`src/rtl/serial_sub.sv`:
```
// Digit-serial subtractor: D = X - Y - BIN, DIGIT bits per clock with a registered borrow.
// start/busy/done handshake; result, borrow-out and signed overflow held until the next completion.
module serial_sub #(
    parameter int WIDTH = 8,
    parameter int DIGIT = 1
) (
    input  logic             clk,
    input  logic             rst,
    input  logic             start,
    input  logic [WIDTH-1:0] x,
    input  logic [WIDTH-1:0] y,
    input  logic             bin,
    output logic             busy,
    output logic             done,
    output logic [WIDTH-1:0] d,
    output logic             b,
    output logic             ov
);

    localparam int NCYC = WIDTH / DIGIT;
    localparam int CW   = (NCYC > 1) ? $clog2(NCYC) : 1;
    localparam logic [CW-1:0] LAST = CW'(NCYC - 1);

    typedef enum logic [1:0] {ST_IDLE, ST_RUN, ST_DONE} state_t;

    state_t           state;
    logic [WIDTH-1:0] xs;
    logic [WIDTH-1:0] ys;
    logic [WIDTH-1:0] rs;
    logic             br;
    logic             x_sign;
    logic             y_sign;
    logic [CW-1:0]    cnt;

    // Bit DIGIT of the widened difference is the borrow out of this digit.
    function automatic logic [DIGIT:0] sub_digit(input logic [DIGIT-1:0] a,
                                                 input logic [DIGIT-1:0] s,
                                                 input logic             c);
        return {1'b0, a} - {1'b0, s} - {{DIGIT{1'b0}}, c};
    endfunction

    function automatic logic signed_ov(input logic sx, input logic sy, input logic sd);
        return (sx != sy) && (sd != sx);
    endfunction

    logic [DIGIT:0]         diff;
    logic [WIDTH+DIGIT-1:0] rs_ext;
    logic [WIDTH-1:0]       rs_next;

    always_comb begin
        diff    = sub_digit(xs[DIGIT-1:0], ys[DIGIT-1:0], br);
        rs_ext  = {diff[DIGIT-1:0], rs};
        rs_next = rs_ext[WIDTH+DIGIT-1:DIGIT];
    end

    always_ff @(posedge clk) begin
        if (rst) begin
            state  <= ST_IDLE;
            busy   <= 1'b0;
            done   <= 1'b0;
            d      <= '0;
            b      <= 1'b0;
            ov     <= 1'b0;
            xs     <= '0;
            ys     <= '0;
            rs     <= '0;
            br     <= 1'b0;
            cnt    <= '0;
            x_sign <= 1'b0;
            y_sign <= 1'b0;
        end else begin
            case (state)
                ST_IDLE, ST_DONE: begin
                    done <= 1'b0;
                    if (start) begin
                        xs     <= x;
                        ys     <= y;
                        br     <= bin;
                        x_sign <= x[WIDTH-1];
                        y_sign <= y[WIDTH-1];
                        cnt    <= '0;
                        busy   <= 1'b1;
                        state  <= ST_RUN;
                    end else begin
                        state <= ST_IDLE;
                    end
                end
                ST_RUN: begin
                    xs  <= xs >> DIGIT;
                    ys  <= ys >> DIGIT;
                    rs  <= rs_next;
                    br  <= diff[DIGIT];
                    cnt <= cnt + 1'b1;
                    // Last digit: publish result; intermediate digits never reach d.
                    if (cnt == LAST) begin
                        d     <= rs_next;
                        b     <= diff[DIGIT];
                        ov    <= signed_ov(x_sign, y_sign, rs_next[WIDTH-1]);
                        done  <= 1'b1;
                        busy  <= 1'b0;
                        state <= ST_DONE;
                    end
                end
                default: state <= ST_IDLE;
            endcase
        end
    end

endmodule

```
`config.mk`:
```
export PLATFORM = sky130hd
export DESIGN_NAME = serial_sub
export DESIGN_NICKNAME = d
export VERILOG_FILES = /design/src/rtl/serial_sub.sv
export SDC_FILE = /design/constraint.sdc
export NUM_CORES = 1
export LEC_CHECK = 0
export ABC_AREA = 1
export CAP_MARGIN = 15
export CELL_PAD_IN_SITES_DETAIL_PLACEMENT = 2
export CELL_PAD_IN_SITES_GLOBAL_PLACEMENT = 2
export CORE_MARGIN = 3
export CORE_UTILIZATION = 27
export CTS_CLUSTER_SIZE = 14
export DETAILED_ROUTE_END_ITERATION = 8
export GPL_TIMING_DRIVEN = 0
export MAX_ROUTING_LAYER = met4
export PLACE_DENSITY = 0.84
export SLEW_MARGIN = 40
export SYNTH_ARGS = -nofsm -noshare
export SYNTH_HDL_FRONTEND = slang
export SYNTH_SLANG_ARGS = --single-unit
```
`constraint.sdc`:
```
create_clock -name clk -period 1.5 [get_ports clk]
set_clock_uncertainty 0.2 [all_clocks]
set_input_delay 0.3 -clock clk [delete_from_list [all_inputs] [get_ports clk]]
set_output_delay 0.3 -clock clk [all_outputs]
set_load 0.05 [all_outputs]
```
==> qor_table.md <==
| Item | Reported | Unit |
| --- | --- | --- |
| Port Buf Inserts | 30 | - |
| Slew margin rel. | 66.7 | % |
| Clock transition at the registers of the reported paths | 0.09 | ns |
| Worst Hold Path Cells | 2 | - |
| HPWL reported at the end of detailed placement | 4.33 | mm |
| Kind of critical path | reg -> reg | - |
| Via count of the first global-routing pass | 2045 | - |
| Synthesis-to-layout area growth | 29.9 | % |
| Destination of the worst hold path | d[6] | - |
| Later-pin clock latency in the skew report | 0.31 | ns |
| Die boundary height | 91.4 | um |
| Distinct cells, synth | 23 | - |
| Final net count | 334 | - |
| Cell breakdown of the critical path | buf_6 > inv_4 > nand2_2 > buf_4 > nand3_1 > a21oi_1 | - |
| ANT nets after route | 0 | - |
| Ratio of cells with drive above 1 in the final layout | 20.2 | % |
| Number of antenna violations at the first check in global routing | 0 | - |
| Overall Global Routing Usage | 15.3 | % |
| Max-cap violations | 0 | - |
| Critical path launch point type | flip-flop | - |
| Post-synth top area share | 43.7 | % |
| Number of buffers and inverters on the critical path | 3 | - |
| WP data required | 1.52 | ns |
| Fraction of the yosys area taken by sequential cells | 43.7 | % |
| Via count normalized by instance count | 4.69 | - |
| Post-synth top area cell | sky130_fd_sc_hd__dfxtp_1 | - |
| Cell type group with the largest total delay on the critical path | buffers and inverters | - |
| CTS H-tree lvls | 2 | - |
| Number of hold-repair buffers added at the cts stage | 0 | - |
| Maximum achievable frequency | 649 | MHz |
| I/O pins | 32 | - |
| Clock Sink Count | 43 | - |
| Standby leakage power | 0.00115 | uW |
| Final count of hold timing violations | 0 | - |
| Power per Cell Area | 997 | nW/um^2 |
| Area of the mapped netlist | 1970 | um^2 |
| Worst path slowest cell | sky130_fd_sc_hd__dfxtp_1 | - |
| Per-instance average area after synthesis | 7.29 | um^2 |
| Overall die width | 91.4 | um |
| Final routed DRC violation total | 0 | - |
| Total nets after synthesis | 293 | - |
| Total gr overflow | 0 | - |
| Pre-CTS setup slack | -0.226 | ns |
| CTS Buf Count | 5 | - |
| Worst Setup End Kind | flip-flop | - |
| YS warnings | 0 | - |
| Initial core utilization | 28.4 | % |
| Post-route design area | 2560 | um^2 |
| Row count | 30 | - |
| Detailed-route wire length | 6.75 | mm |
| Max-slew violation count | 0 | - |
| Buffer type at the clock tree root | sky130_fd_sc_hd__clkbuf_8 | - |
| Global placer's final weighted congestion | 0.720 | - |
| Slowest cell delay on critical path | 0.36 | ns |
| Wirelength per Cell | 16.5 | um |
| Hold path startpoint | rst | - |
| Utilization after layout | 36.8 | % |
| Top cells by instance count after synthesis | sky130_fd_sc_hd__nand2_1 (53), sky130_fd_sc_hd__dfxtp_1 (43), sky130_fd_sc_hd__inv_1 (38), sky130_fd_sc_hd__nand3_1 (36), sky130_fd_sc_hd__a21oi_1 (22) | - |
| Starting DRC count in detailed routing | 42 | - |
| Worst ir drop on vdd | 0.000308 | V |
| Reg-to-reg setup timing slack | -0.04 | ns |
| Largest cells by area after synthesis | sky130_fd_sc_hd__dfxtp_1 (44%), sky130_fd_sc_hd__nand2_1 (10%), sky130_fd_sc_hd__nand3_1 (9.1%) | - |
| Outcome | finished, violations left | - |
| Unrepaired setup endpoints after global routing | true | - |
| Clock buffer depth | 2 | - |
| Maximum fanout encountered on the critical timing path | 10 | - |
| Post-route worst setup slack | -0.0407 | ns |
| Standard cell area after detailed placement | 2390 | um^2 |
| R2R cell count | 6 | - |
| Largest net degree at the start of global routing | 15 | - |
| Vias | 1913 | - |
| R2R Path Start | state[0] | - |
| 1st-pass router iterations | 6 | - |
| First-pass GRT wire length | 9.94 | mm |
| Die Footprint | 8350 | um^2 |
| Arrival time of the worst setup path | 1.56 | ns |
| Number of fillers in the final layout | 826 | - |
| Clock tree from TritonCTS | built | - |
| Library cell with the highest instance count after synthesis | sky130_fd_sc_hd__nand2_1 | - |
| Number of setup violations in the final report | 2 | - |
| Core region area | 6940 | um^2 |
| Async SR Flop Fraction | 0 | % |
| Failing checks | negative setup slack | - |
| Number of instances in the synthesized netlist | 270 | - |
| Class of the most critical hold timing path | in -> reg | - |
| Leading register cell type out of synthesis | sky130_fd_sc_hd__dfxtp_1 | - |
| Worst slew pin tran | 0.500 | ns |
| Shortest clock period the worst path allows after layout | 1.54 | ns |
| Number of synthesized flops with an enable pin | 0 | - |
| Seq cells post-synth | 43 | - |
| RR Endpoint | cnt[1] | - |
| Antenna fix cells | 0 | - |
| Period utilisation layout | 103 | % |
==> flip-flops by register name, indices dropped and copies added, names as in the netlist <==
name    flops
state       2
b           1
done        1
br          1
x_sign      1
rs          7
d           8
busy        1
ys          8
y_sign      1
ov          1
xs          8
cnt         3
==> through the flow <==
step / std cells / TNS, ns / hold slack [ns] / total power [uW]
floorplan: 270 / 0 / 0.228 / 1580
detailed placement: 396 / -5.24 / 0.264 / 1750
CTS: 406 / -0.0344 / 0.0520 / 2530
global route: 408 / -0.580 / 0.0870 / 2670
finish: 408 / -0.0737 / 0.0783 / 2550
global placement: 396 / -4.39 / 0.244 / 1720
==> repair_timing <==
action / 4_1_cts / 5_1_grt
resized for setup: 71 / 16
pin swaps: 4 / 0
setup endpoints to repair: 25 / 23
buffers inserted: 2 / 1
cloned: 0 / 1
==> cell families (layout without fill, tap and decap cells) <==
family / Yosys count / count (layout) / synth area share [%]
compound gates: 33 / 33 / 8.39
buf+inv: 59 / 101 / 15.1
flops: 43 / 43 / 43.7
simple gates: 132 / 132 / 30.5
fa+ha+maj: 3 / 3 / 2.29
==> worst reg2reg max path, stage by stage, from the launching register on <==
cell and delay [ns]:
sky130_fd_sc_hd__dfxtp_1 0.36, sky130_fd_sc_hd__buf_6 0.19, sky130_fd_sc_hd__inv_4 0.07, sky130_fd_sc_hd__nand2_2 0.09
sky130_fd_sc_hd__buf_4 0.20, sky130_fd_sc_hd__nand3_1 0.13, sky130_fd_sc_hd__a21oi_1 0.22
==> layout make-up <==
type	count	area (um^2)	area share, %
plain buffers	16	144	5.63
clock buffers	5	68.8	2.69
clock inverters	3	20.0	0.783
inverters	43	171	6.70
multi-input cells	168	880	34.4
flip-flops and latches	43	866	33.9
well taps	96	120	4.70
repair buffers	34	288	11.3
==> report_power, final <==
| group | total (uW) | internal [uW] | switching, uW |
|---|---|---|---|
| clock | 779 | 325 | 454 |
| sequential | 1260 | 1220 | 40.5 |
| combinational | 512 | 213 | 299 |
==> worst max path at each step <==
stage                     slack (ns)      from  cells past startpoint     end
after floorplan                 0.01     xs[0]                      7      ov
after global placement         -0.23     start                      5   xs[0]
after detailed placement       -0.23     start                      5      br
after CTS                      -0.03        br                      6      ov
after global routing           -0.12  state[0]                      6  cnt[1]
final                          -0.04  state[0]                      6  cnt[1]
==> metal layers <==
layer / vias up / track usage, % / share of wire (%)
met4: 0 / 4.40 / 0.74
met3: 4 / 3.15 / 2.7
li1: 929 / - / -
met5: - / - / 0
met1: 946 / 18.2 / 43
met2: 34 / 26.0 / 53
==> layout by cell type (no fill, tap or decap), drive strengths merged <==
| cell | synthesis | layout |
|---|---|---|
| clkdlybuf4s50 | 0 | 18 |
| nand3b | 4 | 4 |
| nor2 | 20 | 20 |
| clkinvlp | 0 | 2 |
| clkbuf | 1 | 9 |
| nor3 | 15 | 15 |
| inv | 41 | 41 |
| buf | 15 | 28 |
| nand2 | 56 | 56 |
| ha | 2 | 2 |
| fa | 1 | 1 |
| a21oi | 22 | 22 |
| o21ai | 11 | 11 |
| clkinv | 2 | 3 |
| dfxtp | 43 | 43 |
| nand3 | 37 | 37 |
Note: power is estimated with default switching activity, not from simulation.
